==> config.mk <==
export PLATFORM = sky130hd
export DESIGN_NAME = digit_scan_ctrl_flat
export DESIGN_NICKNAME = d
export VERILOG_FILES = /design/src/rtl/digit_scan_ctrl_if.sv /design/src/rtl/digit_scan_ctrl.sv /design/src/flat_wrapper.sv
export SDC_FILE = /design/constraint.sdc
export NUM_CORES = 1
export LEC_CHECK = 0
export ABC_AREA = 1
export BUFFER_PORTS_ARGS = -buffer_cell sky130_fd_sc_hd__buf_2
export CAP_MARGIN = 10
export CORE_MARGIN = 2
export CORE_UTILIZATION = 51
export DETAILED_ROUTE_END_ITERATION = 8
export PLACE_DENSITY = 0.75
export SYNTH_ARGS = -nofsm -noshare
export SYNTH_HDL_FRONTEND = slang
export SYNTH_SLANG_ARGS = --single-unit
==> constraint.sdc <==
create_clock -name clk -period 1.6 [get_ports clk]
set_input_delay 0.4 -clock clk [delete_from_list [all_inputs] [get_ports clk]]
set_output_delay 0.4 -clock clk [all_outputs]
set_load 0.02 [all_outputs]
==> src/rtl/digit_scan_ctrl_if.sv <==
`default_nettype none
// ============================================================================
//  Module      : digit_scan_ctrl_if
//  Description : Bundle between the display value registers (master) and the
//                digit scanner (slave).
//                master -> slave : enable, digits_in, dp_in, blank_mask
//                slave -> master : ct, digit, nibble, dp, frame_tick
//  Revision    : 1.0 - initial release
// ============================================================================
interface digit_scan_ctrl_if #(
    parameter int NUM_DIGITS = 4
);
    localparam int c_DIGIT_W = (NUM_DIGITS > 1) ? $clog2(NUM_DIGITS) : 1;

    logic                    enable;
    logic [4*NUM_DIGITS-1:0] digits_in;
    logic [NUM_DIGITS-1:0]   dp_in;
    logic [NUM_DIGITS-1:0]   blank_mask;
    logic [NUM_DIGITS-1:0]   ct;
    logic [c_DIGIT_W-1:0]    digit;
    logic [3:0]              nibble;
    logic                    dp;
    logic                    frame_tick;

    modport master (
        output enable, digits_in, dp_in, blank_mask,
        input  ct, digit, nibble, dp, frame_tick
    );

    modport slave (
        input  enable, digits_in, dp_in, blank_mask,
        output ct, digit, nibble, dp, frame_tick
    );
endinterface
`default_nettype wire

==> src/rtl/digit_scan_ctrl.sv <==
`default_nettype none
// ============================================================================
//  Module      : digit_scan_ctrl
//  Description : Time-multiplexed N-digit display scanner. Drives one
//                active-low digit enable at a time for CLK_DIV cycles per
//                slot, blanked for the first DEAD_CYCLES of every slot.
//                The digit values are snapshotted at each frame start so a
//                frame never mixes old and new values.
//  Ports       : clk        - system clock, rising edge
//                reset      - asynchronous, active-high reset
//                bus.slave  - enable/digits_in/dp_in/blank_mask in,
//                             ct/digit/nibble/dp/frame_tick out (registered)
//  Options     : LEADING_ZERO_BLANK_EN - when defined, leading zero digits
//                (index > 0, no dp) are kept dark, judged on the snapshot.
//  Revision    : 1.0 - initial release
// ============================================================================
module digit_scan_ctrl #(
    parameter int NUM_DIGITS  = 4,
    parameter int CLK_DIV     = 50000,
    parameter int DEAD_CYCLES = 16
) (
    input  wire              clk,
    input  wire              reset,
    digit_scan_ctrl_if.slave bus
);
    localparam int c_DIGIT_W = (NUM_DIGITS > 1) ? $clog2(NUM_DIGITS) : 1;
    localparam int c_CNT_W   = (CLK_DIV > 1) ? $clog2(CLK_DIV) : 1;

    localparam logic [c_CNT_W-1:0]   c_CNT_MAX = c_CNT_W'(CLK_DIV - 1);
    localparam logic [c_DIGIT_W-1:0] c_DIG_MAX = c_DIGIT_W'(NUM_DIGITS - 1);

    typedef enum logic [1:0] {
        S_IDLE  = 2'd0,
        S_BLANK = 2'd1,
        S_ON    = 2'd2
    } state_t;

    // ------------------------------------------------------------------
    // Registers
    // ------------------------------------------------------------------
    state_t                  r_state;
    logic [c_CNT_W-1:0]      r_cnt;
    logic [c_DIGIT_W-1:0]    r_digit;
    logic [4*NUM_DIGITS-1:0] r_snap_nib;
    logic [NUM_DIGITS-1:0]   r_snap_dp;
    logic [NUM_DIGITS-1:0]   r_ct;
    logic [3:0]              r_nibble;
    logic                    r_dp;
    logic                    r_frame_tick;

    // ------------------------------------------------------------------
    // Next-state wires
    // ------------------------------------------------------------------
    state_t                  w_state_nxt;
    logic [c_CNT_W-1:0]      w_cnt_nxt;
    logic [c_DIGIT_W-1:0]    w_digit_nxt;
    logic [4*NUM_DIGITS-1:0] w_snap_nib_nxt;
    logic [NUM_DIGITS-1:0]   w_snap_dp_nxt;
    logic [NUM_DIGITS-1:0]   w_ct_nxt;
    logic [3:0]              w_nibble_nxt;
    logic                    w_dp_nxt;
    logic                    w_tick_nxt;
    logic                    w_in_blank;
    logic [NUM_DIGITS-1:0]   w_lz;
    logic [NUM_DIGITS-1:0]   w_mask;

    // ------------------------------------------------------------------
    // Slot timing: counter, digit index, snapshot and frame tick
    // ------------------------------------------------------------------
    always_comb begin
        w_cnt_nxt      = r_cnt;
        w_digit_nxt    = r_digit;
        w_snap_nib_nxt = r_snap_nib;
        w_snap_dp_nxt  = r_snap_dp;
        w_tick_nxt     = 1'b0;

        if (!bus.enable) begin
            // Disable aborts the frame outright; no partial frame tick.
            w_cnt_nxt   = '0;
            w_digit_nxt = '0;
        end else if (r_state == S_IDLE) begin
            // Scan starts at slot 0 with a fresh snapshot on the same edge.
            w_cnt_nxt      = '0;
            w_digit_nxt    = '0;
            w_snap_nib_nxt = bus.digits_in;
            w_snap_dp_nxt  = bus.dp_in;
        end else if (r_cnt == c_CNT_MAX) begin
            w_cnt_nxt = '0;
            if (r_digit == c_DIG_MAX) begin
                w_digit_nxt    = '0;
                w_tick_nxt     = 1'b1;
                w_snap_nib_nxt = bus.digits_in;
                w_snap_dp_nxt  = bus.dp_in;
            end else begin
                w_digit_nxt = r_digit + 1'b1;
            end
        end else begin
            w_cnt_nxt = r_cnt + 1'b1;
        end
    end

    // Dead-time window; with no dead time the blank phase never exists.
    generate
        if (DEAD_CYCLES == 0) begin : g_no_dead
            assign w_in_blank = 1'b0;
        end else begin : g_dead
            assign w_in_blank = (w_cnt_nxt < c_CNT_W'(DEAD_CYCLES));
        end
    endgenerate

    // ------------------------------------------------------------------
    // Leading-zero suppression, judged on the frame snapshot only
    // ------------------------------------------------------------------
`ifdef LEADING_ZERO_BLANK_EN
    always_comb begin
        logic w_zero_run;
        w_lz       = '0;
        w_zero_run = 1'b1;
        // Walk from the most significant digit down; digit 0 is never blanked.
        for (int i = NUM_DIGITS - 1; i > 0; i--) begin
            w_zero_run = w_zero_run && (r_snap_nib[i*4 +: 4] == 4'd0);
            w_lz[i]    = w_zero_run && !r_snap_dp[i];
        end
    end
`else
    assign w_lz = '0;
`endif

    assign w_mask = bus.blank_mask | w_lz;

    // ------------------------------------------------------------------
    // FSM next state and registered output values
    // ------------------------------------------------------------------
    always_comb begin
        w_state_nxt  = r_state;
        w_ct_nxt     = '1;
        w_nibble_nxt = w_snap_nib_nxt[{w_digit_nxt, 2'b00} +: 4];
        w_dp_nxt     = w_snap_dp_nxt[w_digit_nxt];

        if (!bus.enable) begin
            w_state_nxt = S_IDLE;
        end else if (w_in_blank) begin
            w_state_nxt = S_BLANK;
        end else begin
            w_state_nxt = S_ON;
        end

        // Only one bit can ever be cleared, so digits never overlap.
        if ((w_state_nxt == S_ON) && !w_mask[w_digit_nxt]) begin
            w_ct_nxt[w_digit_nxt] = 1'b0;
        end
    end

    always_ff @(posedge clk or posedge reset) begin
        if (reset) begin
            r_state      <= S_IDLE;
            r_cnt        <= '0;
            r_digit      <= '0;
            r_snap_nib   <= '0;
            r_snap_dp    <= '0;
            r_ct         <= '1;
            r_nibble     <= 4'd0;
            r_dp         <= 1'b0;
            r_frame_tick <= 1'b0;
        end else begin
            r_state      <= w_state_nxt;
            r_cnt        <= w_cnt_nxt;
            r_digit      <= w_digit_nxt;
            r_snap_nib   <= w_snap_nib_nxt;
            r_snap_dp    <= w_snap_dp_nxt;
            r_ct         <= w_ct_nxt;
            r_nibble     <= w_nibble_nxt;
            r_dp         <= w_dp_nxt;
            r_frame_tick <= w_tick_nxt;
        end
    end

    assign bus.ct         = r_ct;
    assign bus.digit      = r_digit;
    assign bus.nibble     = r_nibble;
    assign bus.dp         = r_dp;
    assign bus.frame_tick = r_frame_tick;

endmodule
`default_nettype wire

==> src/flat_wrapper.sv <==
// flat-port wrapper written by rule: the top's interface ports become plain ports
module digit_scan_ctrl_flat 
#(
    parameter int NUM_DIGITS  = 4,
    parameter int CLK_DIV     = 50000,
    parameter int DEAD_CYCLES = 16
)
  (clk, reset, bus_enable, bus_digits_in, bus_dp_in, bus_blank_mask, bus_ct, bus_digit, bus_nibble, bus_dp, bus_frame_tick);
  digit_scan_ctrl_if #(.NUM_DIGITS(NUM_DIGITS)) bus_i ();
  input  wire clk;
  input  wire reset;
  input wire logic [$bits(bus_i.enable)-1:0] bus_enable;
  input wire logic [$bits(bus_i.digits_in)-1:0] bus_digits_in;
  input wire logic [$bits(bus_i.dp_in)-1:0] bus_dp_in;
  input wire logic [$bits(bus_i.blank_mask)-1:0] bus_blank_mask;
  output wire logic [$bits(bus_i.ct)-1:0] bus_ct;
  output wire logic [$bits(bus_i.digit)-1:0] bus_digit;
  output wire logic [$bits(bus_i.nibble)-1:0] bus_nibble;
  output wire logic [$bits(bus_i.dp)-1:0] bus_dp;
  output wire logic [$bits(bus_i.frame_tick)-1:0] bus_frame_tick;
  assign bus_i.enable = bus_enable;
  assign bus_i.digits_in = bus_digits_in;
  assign bus_i.dp_in = bus_dp_in;
  assign bus_i.blank_mask = bus_blank_mask;
  assign bus_ct = bus_i.ct;
  assign bus_digit = bus_i.digit;
  assign bus_nibble = bus_i.nibble;
  assign bus_dp = bus_i.dp;
  assign bus_frame_tick = bus_i.frame_tick;
  digit_scan_ctrl #(.NUM_DIGITS(NUM_DIGITS), .CLK_DIV(CLK_DIV), .DEAD_CYCLES(DEAD_CYCLES)) u_core (.clk(clk), .reset(reset), .bus(bus_i));
endmodule
==> flow_metrics.tcl <==
set metrics [dict create \
    grt_first_pass_wirelength_mm 11.6 \
    rsz0062_at_grt "true" \
    critical-path-max-stage-delay_ns 0.43 \
    initial_core_util 0.521 \
    synth.cell_area_um2 2610 \
    total_power_w 0.00271 \
    finish.utilization 0.803 \
    worst_path_most_repeated_cell "nor2_4" \
    drc 0 \
    synth_common_cells "nand2_1 (109), dfrtp_1 (46), nand3_1 (44), inv_1 (34), nor2_1 (31)" \
    viasPerCell 5.38 \
    yosysMostFrequentCell "nand2_1" \
    slew_violations 0 \
    synth_cell_types 26 \
    seq_area_frac_synth 0.481 \
    postRouteWirelength_mm 8.59 \
    violations "negative setup slack" \
    ant_nets 0 \
    relSlewSlack 0.732 \
    place.detailed.hpwl_mm 4.85 \
    ys_async_sr_fraction 1.00 \
    vias 2720 \
    syn_avg_cell_area_um2 7.92 \
    port_buffers 38 \
    setup_viol 33 \
    grt-busiest-layer "met2" \
    ios 39 \
    synth_area_leaders "dfrtp_1 (44%), nand2_1 (16%), nand3_1 (8.4%)" \
    switching_share 0.268 \
    drt_first_iter_violations 242 \
    ctsRootBufferMaster "clkbuf_8" \
    yosys_most_used_dff "dfrtp_1" \
    regArea_um2 1260 \
    synth_nets 359 \
    worst_pin_slew_ns 0.400 \
    rrSetupSlack_ns -0.36 \
    final_nets 464 \
    gr-total-overflow 0 \
    status "finished, violations left" \
    core-area_um2 5010 \
    period_share 1.22 \
    met1_usage 0.344 \
    diodes 0 \
    p_clk_frac 0.336 \
    leakage_nw 2.10 \
    gr-usage-met3 0.0437 \
    fillers 302 \
    period_minus_slack_ns 1.96 \
    synth_edf_count 0 \
    worst-setup-path-type "flip-flop to flip-flop" \
    clk_pin_slew_ns 0.10 \
    synth_top_area_frac 0.441 \
    grt_max_degree 36 \
    ir_drop_v 0.000613 \
    drive_gt1_frac 0.548 \
    worstPathRequired_ns 1.86 \
    place_area_um2 3260 \
    dieArea_um2 5710 \
    hold_viol_final 0 \
    timing.rr.start "u_core.r_cnt[10]" \
    critical_path.top_delay_family "simple AND/OR/NAND/NOR gates" \
    grt_util_met2 0.469 \
    multiInputGateArea_um2 1630 \
    start_kind "flip-flop" \
    rows 26 \
    grt_pass1_vias 2521 \
    fmax_ghz 0.511 \
    power.switching_w 0.000727 \
    holdCritPathClass "input pin to async pin" \
    seqPwrFrac 0.514 \
    skew_ns 0.0123 \
    dp_slack_ns -0.172 \
    reg2reg_depth 10 \
    clockBufferDepth 2 \
    critPathCaptureType "flip-flop" \
    power_density_nw_per_um2 674 \
    area_delta_synth_final_pct 54.0 \
    wl_per_cell_um 17.0 \
    instances_no_fill 506 \
    fin_area_um2 4020 \
    place_inst 483 \
    combPwrFrac 0.150 \
    clk_latency_ns 0.32 \
    worst_slack_ns -0.356 \
    yosys.area.top_type "dfrtp_1" \
    antenna_found_initial 0 \
    crit_fanout 6 \
    dieHeight_um 75.6 \
    cts_tree "done" \
    ys_seq_elements 50 \
    r2r-end "u_core.bus.dp" \
    grtUsageTotal 0.273 \
    cts_sinks 50 \
    place_congestion 0.973 \
    drt_pass1_iterations 4 \
    cts_buffers 5 \
    crit_arrival_ns 2.21 \
    crit_path_top_delay_cell "dfrtp_1" \
    htree_levels 2 \
    max_cap_viol_count 0 \
    crit_chain "nor2_2 -> nand2_2 -> nor2_4 -> nand3_4 -> nand2_2 -> nor2_4 -> buf_6 -> nor2_4 -> nand2_1 -> nand4_1" \
    yosys_warnings 0 \
    postSynthCellCount 330 \
    p_int_w 0.00199 \
    critical_path_buf_inv_count 1 \
    die_w_um 75.6 \
]
[power groups by stage]
stage,clock network [W],registers (W),logic [W]
finish,0.000912,0.00139,0.000406
global route,0.000963,0.00140,0.000440
CTS,0.000907,0.00137,0.000310
detailed placement,0,0.00139,0.000278
global placement,0,0.00139,0.000268
floorplan,0,0.00141,0.000150
[repair_timing]
action,4_1_cts,5_1_grt
pin swaps,30,42
resized for setup,58,91
setup endpoints to repair,11,37
cloned,1,0
hold buffers,0,0
buffers inserted,13,7
[cells by family after synthesis]
logic type      synth area share
compound gates           0.00383
buf+inv                   0.0690
fa+ha+maj                0.00958
flops                      0.481
simple gates               0.420
xor+xnor                  0.0168
[cell type report]
| cell class | instances | share of cell area |
|---|---|---|
| clock buffer | 6 | 0.0180 |
| clock inverter | 2 | 0.00964 |
| inverter | 39 | 0.0379 |
| multi-input combinational | 235 | 0.405 |
| sequential | 50 | 0.313 |
| tap | 70 | 0.0218 |
| timing repair buffer | 104 | 0.194 |
[per-stage QoR]
step / hold slack, ns / setup TNS, ns
floorplan: 0.438 / 0
global route: 0.0648 / -6.99
detailed placement: 0.394 / -1.70
finish: 0.0508 / -5.54
global placement: 0.390 / -0.962
CTS: 0.0618 / -1.49
[sequential cells by signal (all words and copies together), names as in the netlist]
signal,cells
u_core.bus.frame_tick,1
u_core.r_cnt,16
u_core.bus.digit,2
u_core.bus.ct,4
u_core.bus.dp,1
u_core.r_state,2
u_core.r_snap_dp,4
u_core.r_snap_nib,16
u_core.bus.nibble,4
[layout by cell type, fill, tap and decap left out, types with 2 or more instances in the layout]
cell,n
buf_12,2
buf_2,38
buf_4,46
buf_6,17
clkbuf_8,5
dfrtp_1,44
dfrtp_2,2
dfstp_2,4
inv_1,26
inv_2,10
inv_4,2
nand2_1,57
nand2_2,36
nand2_4,23
nand3_1,29
nand3_2,16
nand3_4,5
nand4_1,10
nor2_1,22
nor2_2,8
nor2_4,14
nor2_8,2
xor2_1,4
[worst register-to-register path: stages, from the launching register on]
cell and delay (ns):
dfrtp_1 0.43, nor2_2 0.20, nand2_2 0.10, nor2_4 0.22
nand3_4 0.14, nand2_2 0.13, nor2_4 0.04, buf_6 0.12
nor2_4 0.26, nand2_1 0.15, nand4_1 0.10
[worst max path at each step]
stage | start | end | slack (ns) | cells past startpoint
finish | u_core.r_cnt[10] | u_core.bus.dp | -0.36 | 10
global route | u_core.r_cnt[10] | u_core.bus.dp | -0.39 | 11
CTS | u_core.r_cnt[11] | u_core.bus.ct[1] | -0.13 | 11
detailed placement | u_core.r_cnt[0] | u_core.bus.nibble[1] | -0.17 | 11
global placement | u_core.r_cnt[0] | u_core.bus.ct[3] | -0.1 | 9
floorplan | reset | u_core.bus.digit[0] | 0.005 | 1
[per-layer routing]
layer / routed length (um) / share of wire
met1: 3260 / 0.38
met2: 4600 / 0.53
met3: 467 / 0.054
met4: 272 / 0.032
met5: 0 / 0
Power figures use the tool's default switching activity.
